**config.mk**
```make
export PLATFORM = sky130hd
export DESIGN_NAME = a2rt_seq
export DESIGN_NICKNAME = d
export VERILOG_FILES = /design/src/rtl/a2rt_seq.sv
export SDC_FILE = /design/constraint.sdc
export NUM_CORES = 1
export LEC_CHECK = 0
export CAP_MARGIN = 5
export CORE_MARGIN = 2
export CORE_UTILIZATION = 51
export CTS_CLUSTER_SIZE = 10
export DETAILED_ROUTE_END_ITERATION = 7
export PLACE_DENSITY = 0.76
export SLEW_MARGIN = 0
export SYNTH_ARGS = -nofsm -noshare
export SYNTH_HDL_FRONTEND = slang
export SYNTH_SLANG_ARGS = --single-unit
```
**constraint.sdc**
```tcl
create_clock -name clk -period 2.3 [get_ports clk]
set_input_delay 0.46 -clock clk [delete_from_list [all_inputs] [get_ports clk]]
set_output_delay 0.46 -clock clk [all_outputs]
set_load 0.05 [all_outputs]
```
**src/rtl/a2rt_seq.sv**
```systemverilog
// rtl/a2rt_seq.sv - ASCII render sequencer: pixel/cell counters, bank swap, 1-deep output stage
module a2rt_seq #(
    parameter int SCREEN_WIDTH  = 800,
    parameter int SCREEN_HEIGHT = 600,
    parameter int ASCII_WIDTH   = 8,
    parameter int ASCII_HEIGHT  = 16,
    localparam int XW = $clog2(SCREEN_WIDTH),
    localparam int CW = $clog2(SCREEN_WIDTH / ASCII_WIDTH),
    localparam int LW = $clog2(ASCII_HEIGHT),
    localparam int RW = $clog2((SCREEN_HEIGHT + ASCII_HEIGHT - 1) / ASCII_HEIGHT)
) (
    input  logic          clk,
    input  logic          rst,
    input  logic          enable_i,
    input  logic          rts_i,
    input  logic          eow_i,
    output logic          rtr_o,
    input  logic          rtr_i,
    output logic          rts_o,
    output logic          eow_o,
    output logic [XW-1:0] pix_x,
    output logic [CW-1:0] cell_col,
    output logic [LW-1:0] line_in_cell,
    output logic [RW-1:0] cell_row,
    output logic          bank_sel,
    output logic          acc_en,
    output logic          acc_clear,
    output logic          frame_done,
    output logic          err_short,
    output logic          err_long,
    input  logic          err_clr
);
    localparam int YW  = $clog2(SCREEN_HEIGHT);
    localparam int AWL = $clog2(ASCII_WIDTH);
    localparam logic [XW-1:0] X_LAST      = XW'(SCREEN_WIDTH - 1);
    localparam logic [XW-1:0] X_CELL_MASK = XW'(ASCII_WIDTH - 1);
    localparam logic [LW-1:0] LIC_LAST    = LW'(ASCII_HEIGHT - 1);
    localparam logic [YW-1:0] Y_LAST      = YW'(SCREEN_HEIGHT - 1);

    typedef enum logic [1:0] {IDLE, ACTIVE, SWAP} state_t;

    state_t        state;
    state_t        state_nxt;
    logic [YW-1:0] line_cnt;
    logic          swap_eof;
    logic          accept;
    logic          x_last;
    logic          line_end;
    logic          band_end;
    logic          frame_end;

    assign rtr_o     = (state == ACTIVE) & (~rts_o | rtr_i);
    assign accept    = rts_i & rtr_o;
    assign x_last    = (pix_x == X_LAST);
    assign line_end  = accept & (eow_i | x_last);
    // Frame end counts real lines, so a partial last band still closes the frame.
    assign frame_end = line_end & (line_cnt == Y_LAST);
    assign band_end  = line_end & ((line_in_cell == LIC_LAST) | (line_cnt == Y_LAST));
    assign acc_en    = accept;
    assign acc_clear = accept & (line_in_cell == '0) & ((pix_x & X_CELL_MASK) == '0);
    assign cell_col  = CW'(pix_x >> AWL);

    always_comb begin
        state_nxt = state;
        case (state)
            IDLE:    if (enable_i) state_nxt = ACTIVE;
            ACTIVE:  if (band_end) state_nxt = SWAP;
            SWAP:    state_nxt = (swap_eof && !enable_i) ? IDLE : ACTIVE;
            default: state_nxt = IDLE;
        endcase
    end

    always_ff @(posedge clk) begin
        if (rst) begin
            state        <= IDLE;
            swap_eof     <= 1'b0;
            pix_x        <= '0;
            line_in_cell <= '0;
            cell_row     <= '0;
            line_cnt     <= '0;
            bank_sel     <= 1'b0;
            rts_o        <= 1'b0;
            eow_o        <= 1'b0;
            frame_done   <= 1'b0;
            err_short    <= 1'b0;
            err_long     <= 1'b0;
        end else begin
            state      <= state_nxt;
            frame_done <= frame_end;
            if (band_end) begin
                swap_eof <= frame_end;
                bank_sel <= ~bank_sel;
            end
            if (accept) begin
                rts_o <= 1'b1;
                eow_o <= line_end;
            end else if (rtr_i) begin
                rts_o <= 1'b0;
            end
            if (line_end) begin
                pix_x <= '0;
                if (frame_end) begin
                    line_in_cell <= '0;
                    cell_row     <= '0;
                    line_cnt     <= '0;
                end else begin
                    line_cnt     <= line_cnt + YW'(1);
                    line_in_cell <= line_in_cell + LW'(1);
                    if (line_in_cell == LIC_LAST) cell_row <= cell_row + RW'(1);
                end
            end else if (accept) begin
                pix_x <= pix_x + XW'(1);
            end
            // A new error in the clearing cycle wins over err_clr.
            err_short <= (err_short & ~err_clr) | (accept & eow_i & ~x_last);
            err_long  <= (err_long & ~err_clr) | (accept & x_last & ~eow_i);
        end
    end
endmodule

```
==> impl_metrics.py, run 1 <==
metrics = {
    "status": {
        "status": "finished clean",
    },
    "place": {
        "dp_hpwl_microns": 3530,
        "pre_cts_slack_ns": 0.0106,
        "port_buffers": 42,
        "gp_congestion": 0.765,
    },
    "sta": {
        "period_share_pct": 96.4,
        "max_freq_ghz": 0.451,
        "hold_viol": 0,
        "setup_violations": 0,
        "rsz0062_at_grt": "no",
        "period_minus_slack_ns": 2.22,
        "setup_ws_ns": 0.0818,
        "skew_ns": 0.00489,
        "maxSlewHeadroom_pct": 51.9,
        "tns_ns": 0,
        "worst_slew_pin_slew_ns": 0.717,
        "report.final.slew_viol_count": 0,
    },
    "setup_path": {
        "crit_path_start_kind": "primary input",
        "end_kind": "primary output",
        "r2r_start": "pix_x[0]",
        "required_ns": 1.84,
        "crit_chain": "clkdlybuf4s50_1 > nand2b_4 > nand3_4 > buf_12 > nor3_4 > buf_12",
        "cp_max_fo": 21,
        "r2r_end": "line_cnt[9]",
        "crit_path_start": "rtr_i",
        "ff2ff_path_depth": 6,
        "critical_path.slowest_cell": "clkdlybuf4s50_1",
        "critPathArrivalTime_ns": 1.76,
        "crit_type": "in2out",
        "timing.critical_path.mode_cell": "buf_12",
        "rrSetupSlack_ns": 0.19,
        "cpPeakStageDelay_ns": 0.51,
    },
    "synth": {
        "yosys_warnings": 0,
        "synth_area_sq_mm": 0.00212,
        "yosysMostFrequentCell": "dfxtp_1",
        "async_reset_ff_share_pct": 0,
        "yosysSeqAreaShare_pct": 36.8,
        "ys.flop_type": "dfxtp_1",
        "synth_top_area_share_pct": 36.8,
        "ys_top_cells_by_count": "dfxtp_1 (39), a21oi_1 (23), o31ai_1 (22), nor2_1 (16), nand3_1 (15)",
        "yosys.area.top_type": "dfxtp_1",
        "synth_cell_types": 43,
        "synthTopCellsByArea": "dfxtp_1 (37%), o31ai_1 (7.8%), a21oi_1 (5.4%)",
        "synth_edf_count": 0,
        "syn_nets": 264,
        "synth.avg_cell_area_sq_um": 8.45,
        "syn_inst": 251,
        "synth-seq-cells": 39,
    },
    "final_layout": {
        "insertedDiodeCount": 0,
        "syn2layout_area_growth_pct": 31.5,
        "drive_gt1_share_pct": 12.3,
        "fin_nets": 305,
        "fill_cells": 333,
    },
    "pwr": {
        "swShare_pct": 25.5,
        "finalPower_uw": 1380,
        "power.density_mw_per_mm2": 493,
        "cellLeakagePower_uw": 0.000901,
        "peakVddDrop_v": 0.000309,
        "p_switching_uw": 351,
        "comb_power_share_pct": 12.7,
        "pwr-share-seq_pct": 50.0,
        "pwr-share-clk_pct": 37.2,
        "power.internal_uw": 1030,
    },
    "grt": {
        "grt_overflow": 0,
        "grt_pass1_vias": 1793,
        "antenna_found_initial": 0,
        "grt_usage_pct": 22.7,
        "grt_pass1_wl_microns": 8120,
        "grt_max_degree": 43,
    },
    "clock_tree": {
        "cts_buffer_depth": 2,
        "cts_resized": 0,
        "cts_root_buf": "clkbuf_8",
        "worstSkewPairLatency_ns": 0.29,
        "numCtsBuffers": 5,
        "cts_tree": "built",
        "cts_hold_buf": 0,
        "clk_pin_slew_ns": 0.07,
        "post-cts-setup-buffer-count": 0,
        "cts_num_sinks": 39,
        "htreeDepth": 2,
    },
    "floorplanning": {
        "die_h_microns": 68.5,
        "die_area_sq_mm": 0.00469,
        "core_area_sq_mm": 0.00400,
        "initial_utilization_pct": 53.0,
        "rows": 23,
        "die_w_microns": 68.5,
        "io_pins": 43,
    },
    "detailed_routing": {
        "remaining_drc_errors": 0,
        "drtIter0Drc": 96,
        "drtPass1Iterations": 4,
        "wl_per_cell_microns": 15.1,
        "ant_nets": 0,
        "routed_via_density": 5.89,
        "vias": 2021,
        "drt-total-wl_microns": 5170,
    },
    "min_path": {
        "hold_depth": 2,
        "whs_endpoint": "err_short",
        "hp-class": "reg2reg",
        "min_from": "err_short",
    },
    "job": {
        "drv_cap": 0,
    },
}
[critical path, delay by kind of cell]
family	cells	cell delay, ns
buffers and inverters	3	0.85
AND/OR/NAND/NOR	3	0.44
[sequential cells by signal (all words and copies together), names as in the netlist]
signal / cells
err_long: 1
swap_eof: 1
cell_row: 6
line_in_cell: 4
eow_o: 1
frame_done: 1
state: 2
line_cnt: 10
err_short: 1
rts_o: 1
bank_sel: 1
pix_x: 10
[stage by stage]
step	instance area, sq um	instances	util, %	hold slack (ns)
floorplan	2140	251	-	0.459
global placement	2650	334	66.1	0.457
detailed placement	2650	334	66.1	0.457
CTS	2750	342	68.6	0.469
global route	2790	343	69.8	0.488
finish	2790	343	69.8	0.468
[cell usage in the layout, fill, tap and decap left out, drive strengths merged, types with 8 or more instances in the layout]
master | Yosys | layout
clkdlybuf4s50 | 0 | 39
nand3 | 15 | 15
o31ai | 23 | 23
a21oi | 23 | 23
nand4 | 8 | 8
nor2 | 16 | 16
dfxtp | 39 | 39
or4 | 12 | 12
clkbuf | 10 | 9
inv | 11 | 11
buf | 12 | 16
nand2 | 10 | 10
[power groups by stage]
stage	clock (uW)	combinational, uW	sequential (uW)
3_3_place_gp	0	163	704
3_5_place_dp	0	165	704
2_1_floorplan	0	81.5	719
5_1_grt	547	190	690
6_report	513	175	688
4_1_cts	525	166	688
[kinds of logic (layout without fill, tap and decap cells)]
kind of cell	after synthesis	in the layout	share of synthesized area, %
AND/OR/NAND/NOR	94	94	25.4
adder cells (fa/ha/maj)	6	6	3.54
XOR/XNOR	5	5	2.06
AO/OA/AOI/OAI	65	65	20.8
buffers and inverters	34	76	7.66
multiplexers	8	8	3.83
flip-flops	39	39	36.8
[cell type report]
cell class / instances / area [sq um] / area share, %
flip-flops and latches: 39 / 787 / 28.2
repair buffers: 56 / 586 / 21.0
inverters: 12 / 45.0 / 1.61
well taps: 50 / 62.6 / 2.24
multi-input cells: 178 / 1210 / 43.4
clock buffers: 8 / 100 / 3.59
[how the worst max path moves through the flow]
stage | end | slack (ns) | cells past startpoint
final | acc_clear | 0.08 | 6
after global routing | acc_clear | 0.04 | 6
after CTS | acc_clear | 0.06 | 6
after detailed placement | pix_x[0] | 0.01 | 6
after global placement | pix_x[0] | 0.05 | 6
after floorplan | line_cnt[9] | 0.01 | 6
[metal layers]
layer | track usage (%) | wire length, microns | up-vias
li1 | - | - | 1031
met1 | 28.2 | 2320 | 943
met2 | 38.7 | 2570 | 41
met3 | 4.71 | 227 | 6
met4 | 8.00 | 55 | 0
met5 | 0 | 0 | -
Power figures use the tool's default switching activity.
==> inputs of run 2 (changes only) <==
--- a/config.mk
+++ b/config.mk
@@ -7,10 +7,11 @@
 export LEC_CHECK = 0
 export CAP_MARGIN = 5
 export CORE_MARGIN = 2
-export CORE_UTILIZATION = 51
+export CORE_UTILIZATION = 45
 export CTS_CLUSTER_SIZE = 10
 export DETAILED_ROUTE_END_ITERATION = 7
-export PLACE_DENSITY = 0.76
+export GPL_TIMING_DRIVEN = 0
+export PLACE_DENSITY = 0.68
 export SLEW_MARGIN = 0
 export SYNTH_ARGS = -nofsm -noshare
 export SYNTH_HDL_FRONTEND = slang
==> run 2 against run 1 <==
  * Register-to-register slack got worse by 0.13 ns
  * Die area increased by 13%
  * Clock-buffer cell count decreased by 2
  * Setup slack got worse by 0.025 ns
==> impl_metrics.py, run 2 (synthesized netlist as in run 1, its figures left out) <==
metrics = {
    "clock_tree": {
        "cts_hold_buf": 0,
        "htreeDepth": 2,
        "numCtsBuffers": 5,
        "cts_buffer_depth": 2,
        "clk_pin_slew_ns": 0.08,
        "cts_tree": "built",
        "cts_num_sinks": 39,
        "worstSkewPairLatency_ns": 0.29,
        "cts_root_buf": "clkbuf_8",
    },
    "detailed_routing": {
        "drt-total-wl_microns": 5270,
        "vias": 2069,
        "drtIter0Drc": 74,
        "wl_per_cell_microns": 14.8,
        "routed_via_density": 5.83,
        "remaining_drc_errors": 0,
        "drtPass1Iterations": 4,
        "ant_nets": 0,
    },
    "grt": {
        "grt_max_degree": 13,
        "grt_usage_pct": 20.1,
        "grt_overflow": 0,
        "antenna_found_initial": 0,
        "grt_pass1_wl_microns": 8470,
        "grt_pass1_vias": 1803,
    },
    "setup_path": {
        "end_kind": "register",
        "r2r_end": "line_cnt[9]",
        "path_delay_family": "simple AND/OR/NAND/NOR gates",
        "required_ns": 2.48,
        "rrSetupSlack_ns": 0.06,
        "cpPeakStageDelay_ns": 0.37,
        "crit_type": "reg2reg",
        "crit_path_start_kind": "register",
        "critical_path.slowest_cell": "dfxtp_2",
        "cp_num_buf_inv": 2,
        "ff2ff_path_depth": 7,
        "cp_max_fo": 10,
        "critPathArrivalTime_ns": 2.42,
        "crit_chain": "ha_1 > nand3_1 > o41a_1 > clkbuf_2 > buf_2 > nor4_2 > mux2_2",
        "r2r_start": "pix_x[0]",
        "crit_path_start": "pix_x[0]",
    },
    "pwr": {
        "peakVddDrop_v": 0.000260,
        "swShare_pct": 24.6,
        "cellLeakagePower_uw": 0.000947,
        "power.density_mw_per_mm2": 507,
        "comb_power_share_pct": 11.4,
        "power.internal_uw": 1090,
        "pwr-share-clk_pct": 41.0,
        "p_switching_uw": 355,
        "pwr-share-seq_pct": 47.6,
    },
    "sta": {
        "rsz0062_at_grt": "yes",
        "hold_viol": 0,
        "period_share_pct": 97.5,
        "skew_ns": 0.00682,
        "setup_violations": 0,
        "period_minus_slack_ns": 2.24,
        "maxSlewHeadroom_pct": 43.2,
        "report.final.slew_viol_count": 0,
        "worst_slew_pin_slew_ns": 0.843,
        "max_freq_ghz": 0.446,
    },
    "final_layout": {
        "final_cell_count_no_fill": 355,
        "drive_gt1_share_pct": 15.2,
        "design_area_sq_mm": 0.00285,
        "syn2layout_area_growth_pct": 34.3,
        "fill_cells": 379,
        "insertedDiodeCount": 0,
        "largestRegisters": "line_cnt: 10 flops, pix_x: 10 flops, cell_row: 6 flops",
        "fin_nets": 315,
        "layout_commonest_cell": "clkdlybuf4s50_1",
        "final_cell_mix": "clkdlybuf4s50_1 (37), dfxtp_1 (34), a21oi_1 (23)",
    },
    "min_path": {
        "whs_endpoint": "err_long",
        "min_from": "err_long",
        "hold_depth": 2,
        "hp-class": "reg2reg",
    },
    "job": {
        "drv_cap": 0,
    },
    "floorplanning": {
        "die_w_microns": 72.7,
        "initial_utilization_pct": 47.7,
        "core_area_sq_mm": 0.00444,
        "io_pins": 43,
        "die_h_microns": 72.7,
        "die_area_sq_mm": 0.00528,
        "rows": 24,
    },
    "place": {
        "gp_congestion": 0.867,
        "post_dp_cell_area_sq_mm": 0.00263,
        "dp_hpwl_microns": 3780,
        "port_buffers": 42,
        "dp.cells": 345,
    },
    "status": {
        "status": "finished clean",
    },
}
-- run 2: area by class of cell --
class / count / area (sq um) / area share, %
Clock inverter: 2 / 35.0 / 1.23
Sequential cell: 39 / 787 / 27.6
Buffer: 22 / 153 / 5.36
Multi-Input combinational cell: 178 / 1240 / 43.5
Clock buffer: 6 / 82.6 / 2.90
Timing Repair Buffer: 44 / 442 / 15.5
Tap cell: 52 / 65.1 / 2.28
Inverter: 12 / 45.0 / 1.58
-- run 2: per-stage QoR --
step | hold WS (ns) | power [uW] | util, % | setup WS (ns) | TNS, ns
2_1_floorplan | 0.459 | 800 | - | 0.0107 | 0
3_3_place_gp | 0.458 | 852 | 59.1 | -1.21 | -13.35
3_5_place_dp | 0.463 | 853 | 59.1 | -1.21 | -13.31
4_1_cts | 0.475 | 1460 | 63.6 | 0.00945 | 0
5_1_grt | 0.497 | 1500 | 64.1 | -0.00942 | -0.0190
6_report | 0.470 | 1440 | 64.1 | 0.0566 | 0
-- run 2: routing by layer --
| layer | share of wire, % | routed length, microns | vias up | GRT usage, % |
|---|---|---|---|---|
| met5 | 0 | 0 | - | 0 |
| met4 | 0.65 | 34 | 0 | 4.73 |
| met3 | 4.2 | 219 | 6 | 4.83 |
| met2 | 49 | 2600 | 58 | 33.8 |
| met1 | 46 | 2410 | 964 | 26.1 |
| li1 | - | - | 1041 | - |
-- run 2: worst max-delay path by stage --
| stage | end | slack, ns | depth (start not counted) |
|---|---|---|---|
| after floorplan | line_cnt[9] | 0.01 | 6 |
| after global placement | acc_en | -1.21 | 7 |
| after detailed placement | acc_en | -1.21 | 7 |
| after CTS | acc_en | 0.009 | 7 |
| after global routing | line_cnt[5] | -0.009 | 7 |
| final | line_cnt[9] | 0.06 | 7 |
-- run 2: what timing repair did --
action | in CTS | in global routing
endpoints found under the setup margin | 18 | 8
resized for setup | 34 | 8
setup buffers | 2 | 0
-- run 2: worst reg2reg max path, stage by stage, from the launching register on --
cell      delay [ns]
dfxtp_2         0.37
ha_1            0.19
nand3_1         0.17
o41a_1          0.35
clkbuf_2        0.19
buf_2           0.23
nor4_2          0.29
mux2_2          0.36
-- run 2: power by group through the flow --
stage / clock network, uW / logic, uW / registers (uW)
after detailed placement: 0 / 149 / 704
final: 591 / 165 / 688
after floorplan: 0 / 81.5 / 719
after CTS: 610 / 163 / 688
after global routing: 636 / 176 / 689
after global placement: 0 / 149 / 703
==> inputs of run 3 (changes only) <==
--- a/config.mk
+++ b/config.mk
@@ -7,11 +7,12 @@
 export LEC_CHECK = 0
 export CAP_MARGIN = 5
 export CORE_MARGIN = 2
-export CORE_UTILIZATION = 45
+export CORE_UTILIZATION = 51
 export CTS_CLUSTER_SIZE = 10
 export DETAILED_ROUTE_END_ITERATION = 7
 export GPL_TIMING_DRIVEN = 0
-export PLACE_DENSITY = 0.68
+export PLACE_DENSITY = 0.76
+export SETUP_SLACK_MARGIN = 0.15
 export SLEW_MARGIN = 0
 export SYNTH_ARGS = -nofsm -noshare
 export SYNTH_HDL_FRONTEND = slang
==> run 3 against run 2 <==
  * Clock-buffer cell count rose by 1
  * Combinational power increased by 13%
  * Global-route usage grew 5.7 points
  * Hold slack better by 0.0073 ns
  * Design area up 3.6%
  * Setup slack better by 0.12 ns
  * Sequential cell count unchanged
  * Die area is 11% lower
  * Final cell count up 0.85%
  * Register-to-register slack gained 0.12 ns
  * Utilization is 9.7 points higher
  * Clock skew down 0.0033 ns
  * Largest power group unchanged
==> impl_metrics.py, run 3 (synthesized netlist as in run 1, its figures left out) <==
metrics = {
    "job": {
        "drv_cap": 0,
    },
    "detailed_routing": {
        "ant_nets": 0,
        "drtPass1Iterations": 7,
        "wl_per_cell_microns": 16.1,
        "remaining_drc_errors": 0,
        "drtIter0Drc": 109,
        "vias": 2177,
        "drt-total-wl_microns": 5760,
        "routed_via_density": 6.08,
    },
    "sta": {
        "report.final.slew_viol_count": 0,
        "worst_hold_slack_ns": 0.478,
        "maxSlewHeadroom_pct": 42.3,
        "tns_ns": 0,
        "period_share_pct": 92.4,
        "period_minus_slack_ns": 2.12,
        "hold_viol": 0,
        "worst_slew_pin_slew_ns": 0.856,
        "setup_ws_ns": 0.175,
        "setup_violations": 0,
        "rsz0062_at_grt": "yes",
        "skew_ns": 0.00353,
        "max_freq_ghz": 0.471,
    },
    "clock_tree": {
        "cts_buffer_depth": 2,
        "cts_tree": "built",
        "cts_root_buf": "clkbuf_8",
        "cts_num_sinks": 39,
        "worstSkewPairLatency_ns": 0.29,
        "numCtsBuffers": 5,
        "htreeDepth": 2,
        "clk_pin_slew_ns": 0.07,
        "cts_hold_buf": 0,
    },
    "pwr": {
        "peakVddDrop_v": 0.000264,
        "pwr-share-clk_pct": 34.2,
        "comb_power_share_pct": 14.0,
        "p_switching_uw": 364,
        "power.internal_uw": 961,
        "power.density_mw_per_mm2": 449,
        "pwr-share-seq_pct": 51.8,
        "cellLeakagePower_uw": 0.00101,
        "swShare_pct": 27.5,
    },
    "grt": {
        "grt_pass1_vias": 1872,
        "grt_max_degree": 12,
        "use_met2_pct": 42.4,
        "grt_usage_pct": 25.8,
        "grt_pass1_wl_microns": 9030,
        "use_met1_pct": 33.1,
        "use_met3_pct": 5.68,
        "grt_overflow": 0,
        "grt_busiest_layer": "met2",
        "antenna_found_initial": 0,
    },
    "place": {
        "gp_congestion": 0.838,
        "post_dp_cell_area_sq_mm": 0.00264,
        "pre_cts_slack_ns": -1.27,
        "dp_hpwl_microns": 3790,
        "port_buffers": 42,
    },
    "final_layout": {
        "design_area_sq_mm": 0.00295,
        "layout_commonest_cell": "clkdlybuf4s50_1",
        "fin_nets": 320,
        "largestRegisters": "line_cnt: 10 flops, pix_x: 10 flops, cell_row: 6 flops",
        "fin_util_pct": 73.8,
        "syn2layout_area_growth_pct": 39.1,
        "fill_cells": 322,
        "drive_gt1_share_pct": 21.1,
        "final_cell_mix": "clkdlybuf4s50_1 (33), dfxtp_1 (29), a21oi_1 (23)",
        "insertedDiodeCount": 0,
    },
    "floorplanning": {
        "rows": 23,
        "io_pins": 43,
        "core_area_sq_mm": 0.00400,
        "die_h_microns": 68.5,
        "die_w_microns": 68.5,
        "die_area_sq_mm": 0.00469,
        "initial_utilization_pct": 53.0,
    },
    "setup_path": {
        "end_kind": "register",
        "critPathArrivalTime_ns": 2.31,
        "cp_max_fo": 10,
        "crit_type": "reg2reg",
        "crit_path_start_kind": "register",
        "required_ns": 2.49,
    },
    "min_path": {
        "hp-class": "reg2reg",
    },
    "status": {
        "status": "finished clean",
    },
}
-- run 3: per-layer routing --
| metal | vias up | wire [microns] |
|---|---|---|
| met5 | - | 0 |
| met4 | 0 | 93 |
| met3 | 12 | 337 |
| met2 | 71 | 2830 |
| met1 | 1036 | 2500 |
| li1 | 1058 | - |
-- run 3: power by group through the flow --
stage	combinational (uW)	clock (uW)	sequential (uW)
finish	186	453	686
global route	200	497	688
CTS	173	464	686
detailed placement	149	0	701
global placement	148	0	701
floorplan	81.8	0	716
-- run 3: final timing paths --
path,start,endpoint,slack [ns],depth (start not counted)
hold / removal,err_short,err_short,0.48,2
hold reg to reg,err_short,err_short,0.48,2
setup reg to reg,pix_x[0],line_cnt[9],0.18,7
setup / recovery,pix_x[0],line_cnt[9],0.18,7
-- run 3: timing repair --
item / in CTS / in global routing
gates resized for setup: 49 / 17
endpoints found under the setup margin: 42 / 29
buffers inserted: 5 / 2
cloned: 0 / 0
endpoints found under the hold margin: 0 / 0
-- run 3: critical path: stages (launching register included) --
cell and delay [ns]:
dfxtp_4 0.37, ha_2 0.20, nand3_2 0.11, o41a_1 0.33, clkbuf_4 0.20, buf_4 0.19, nor4_2 0.26, mux2_2 0.35
-- run 3: layout make-up --
type / instances / area [sq um] / share of cell area (%)
multi-input cells: 178 / 1310 / 44.5
flip-flops and latches: 39 / 801 / 27.1
repair buffers: 49 / 487 / 16.5
plain buffers: 22 / 161 / 5.47
clock buffers: 7 / 76.3 / 2.59
well taps: 50 / 62.6 / 2.12
inverters: 12 / 45.0 / 1.53
clock inverters: 1 / 5.00 / 0.170
-- run 3: metrics by stage --
step | power (uW) | cells
floorplan | 798 | 251
global placement | 850 | 343
detailed placement | 850 | 343
CTS | 1320 | 356
global route | 1380 | 358
finish | 1330 | 358
==> patch: new RTL, flow settings as in run 3 <==
Set the parameter `SCREEN_WIDTH` to 1600 (it was 800).
--- a/src/rtl/a2rt_seq.sv
+++ b/src/rtl/a2rt_seq.sv
@@ -1,6 +1,6 @@
 // rtl/a2rt_seq.sv - ASCII render sequencer: pixel/cell counters, bank swap, 1-deep output stage
 module a2rt_seq #(
-    parameter int SCREEN_WIDTH  = 800,
+    parameter int SCREEN_WIDTH  = 1600,
     parameter int SCREEN_HEIGHT = 600,
     parameter int ASCII_WIDTH   = 8,
     parameter int ASCII_HEIGHT  = 16,
Ports: changed (resized cell_col and pix_x); port bits go from 43 to 45. No check against the original RTL was run, so the function may have changed too.
==> patch against run 3 <==
  * Cell area shrank 9.8%
  * Sequential power grew 3.1%
  * Via count shrank 19%
  * Sequential cell count grew 1
  * Sequential share of layout area grew 3.0 points
  * Count of clock-buffer cells in the layout is the same
  * Setup slack gained 17 ps
  * Clock power grew 10%
  * Routed wire length shrank 24%
  * Synthesized area shrank 7.9%
  * Critical path depth shrank 1
  * Cell count shrank 7.8%
  * Hold slack lost 17 ps
  * Power grew 1.6%
  * Critical path type is now input pin to output port
  * Largest cell class unchanged
  * Largest power group unchanged
==> patch: results <==
run_status:
  status: "finished, final reports clean"
routing:
  wl_per_cell_um: 13.26
  drt_iter0_drc: 95
  drtPass1Iterations: 4
  vias: 1756
global_routing:
  grt_max_degree: 12
  grt_pass1_vias: 1513
  antenna_found_initial: 0
  grt_pass1_wl_um: 6886
  grt_use_total: 0.2101
pwr:
  power.internal_uw: 1021
  ir_drop_mv: 0.3928
  pwr-share-seq: 0.525
  combPwrFrac: 0.104
  power.leakage_uw: 0.001053
  power.switching_uw: 325.1
hold_path:
  holdPathEnd: "eow_o"
  min-delay-start: "eow_o"
  whs_path_depth: 2
finish:
  finalNetCount: 295
  drive_above_1_share: 0.1596
  diodes: 0
  stdcell_count: 330
  reg_top3: "pix_x x11, line_cnt x10, cell_row x6"
synthesis:
  synth_ff_type: "dfxtp_1"
  syn-num-nets: 237
  yosys_warnings: 0
  synth.mux.area_fraction: 0.005122
  synth.area.top_cells: "dfxtp_1 (41%), xnor2_1 (9.0%), nor2_1 (6.3%)"
  synth_compound_area_frac: 0.06786
  synth_common_cells: "dfxtp_1 (40), nor2_1 (33), xnor2_1 (20)"
  yosysUniqueCellTypes: 35
  avgSynthCellArea_sq_um: 8.725
  synth_async_sr_flop_share: 0
  synth_xor_area_frac: 0.1165
  yosysSeqAreaShare: 0.4097
  yosys.area_share.adder: 0.03841
timing:
  hold_slack_ps: 460.5
  setup_viol_count_final: 0
  worst_slew_pin_slew_ps: 648.4
  fin_skew_ps: 2.760
clocking:
  insertion_delay_ps: 290
  cts_buffers: 5
  clkTransAtPathRegs_ps: 70
  clk_path_buf_depth: 2
  clock-root-buffer: "clkbuf_8"
place:
  postPlaceCellArea_sq_um: 2462
  dp_cells: 316
  dp_slack_ps: -740.9
  port_buffers: 44
  post-dp-hpwl_um: 3027
  place.gp.congestion: 0.8692
critical_path:
  r2r_end: "cell_row[0]"
  reg2reg_depth: 7
  cp.arrival_ps: 1650
  reg2reg_slack_ps: 270
  r2r-start: "line_cnt[0]"
## patch: cell types whose count changed in the layout (fill, tap and decap cells not counted), sizes merged, moves of 7 or more
cell,change
nand3,-7
a21oi,-14
xnor2,+15
nor2,+17
nand2,+9
or4,-12
o31ai,-23
## patch: how the worst max path moves through the flow
stage	from	end	slack [ps]	cells after the start
after floorplan	rts_o	acc_clear	150	4
after global placement	rtr_i	acc_clear	-720	6
after detailed placement	rtr_i	acc_clear	-740	6
after CTS	pix_x[6]	pix_x[6]	150	2
after global routing	rtr_i	acc_en	130	6
final	rtr_i	acc_en	190	6
## patch: metal layers
| metal | up-vias | GRT usage | part of all wire |
|---|---|---|---|
| met5 | - | 0 | 0 |
| met1 | 836 | 0.2734 | 0.44 |
| met2 | 54 | 0.3359 | 0.47 |
| met3 | 6 | 0.05622 | 0.064 |
| met4 | 0 | 0.07031 | 0.019 |
| li1 | 860 | - | - |
## patch: logic make-up after synthesis
logic type               Yosys count
AO/OA/AOI/OAI                     17
XOR/XNOR                          26
adder cells (fa/ha/maj)            6
buffers and inverters             28
flip-flops                        40
multiplexers                       1
AND/OR/NAND/NOR                  106
## patch: worst max-delay path: stages
cell	delay (ps)
clkdlybuf4s50_1	460
nand2b_4	140
nand3_4	80
inv_1	130
buf_4	200
buf_6	170
## patch: area by class of cell
cell class | instances | area, sq um
Multi-Input combinational cell | 156 | 1040
Fill cell | 297 | 997.2
Sequential cell | 40 | 803.3
Timing Repair Buffer | 51 | 505.5
Buffer | 17 | 117.6
Clock buffer | 7 | 96.34
Tap cell | 48 | 60.06
Inverter | 11 | 41.29
## patch: repair_timing
| action | in CTS | in global routing |
|---|---|---|
| pin swaps | 1 | 1 |
| endpoints found under the setup margin | 3 | 19 |
| resized for setup | 21 | 11 |
| setup buffers | 1 | 6 |
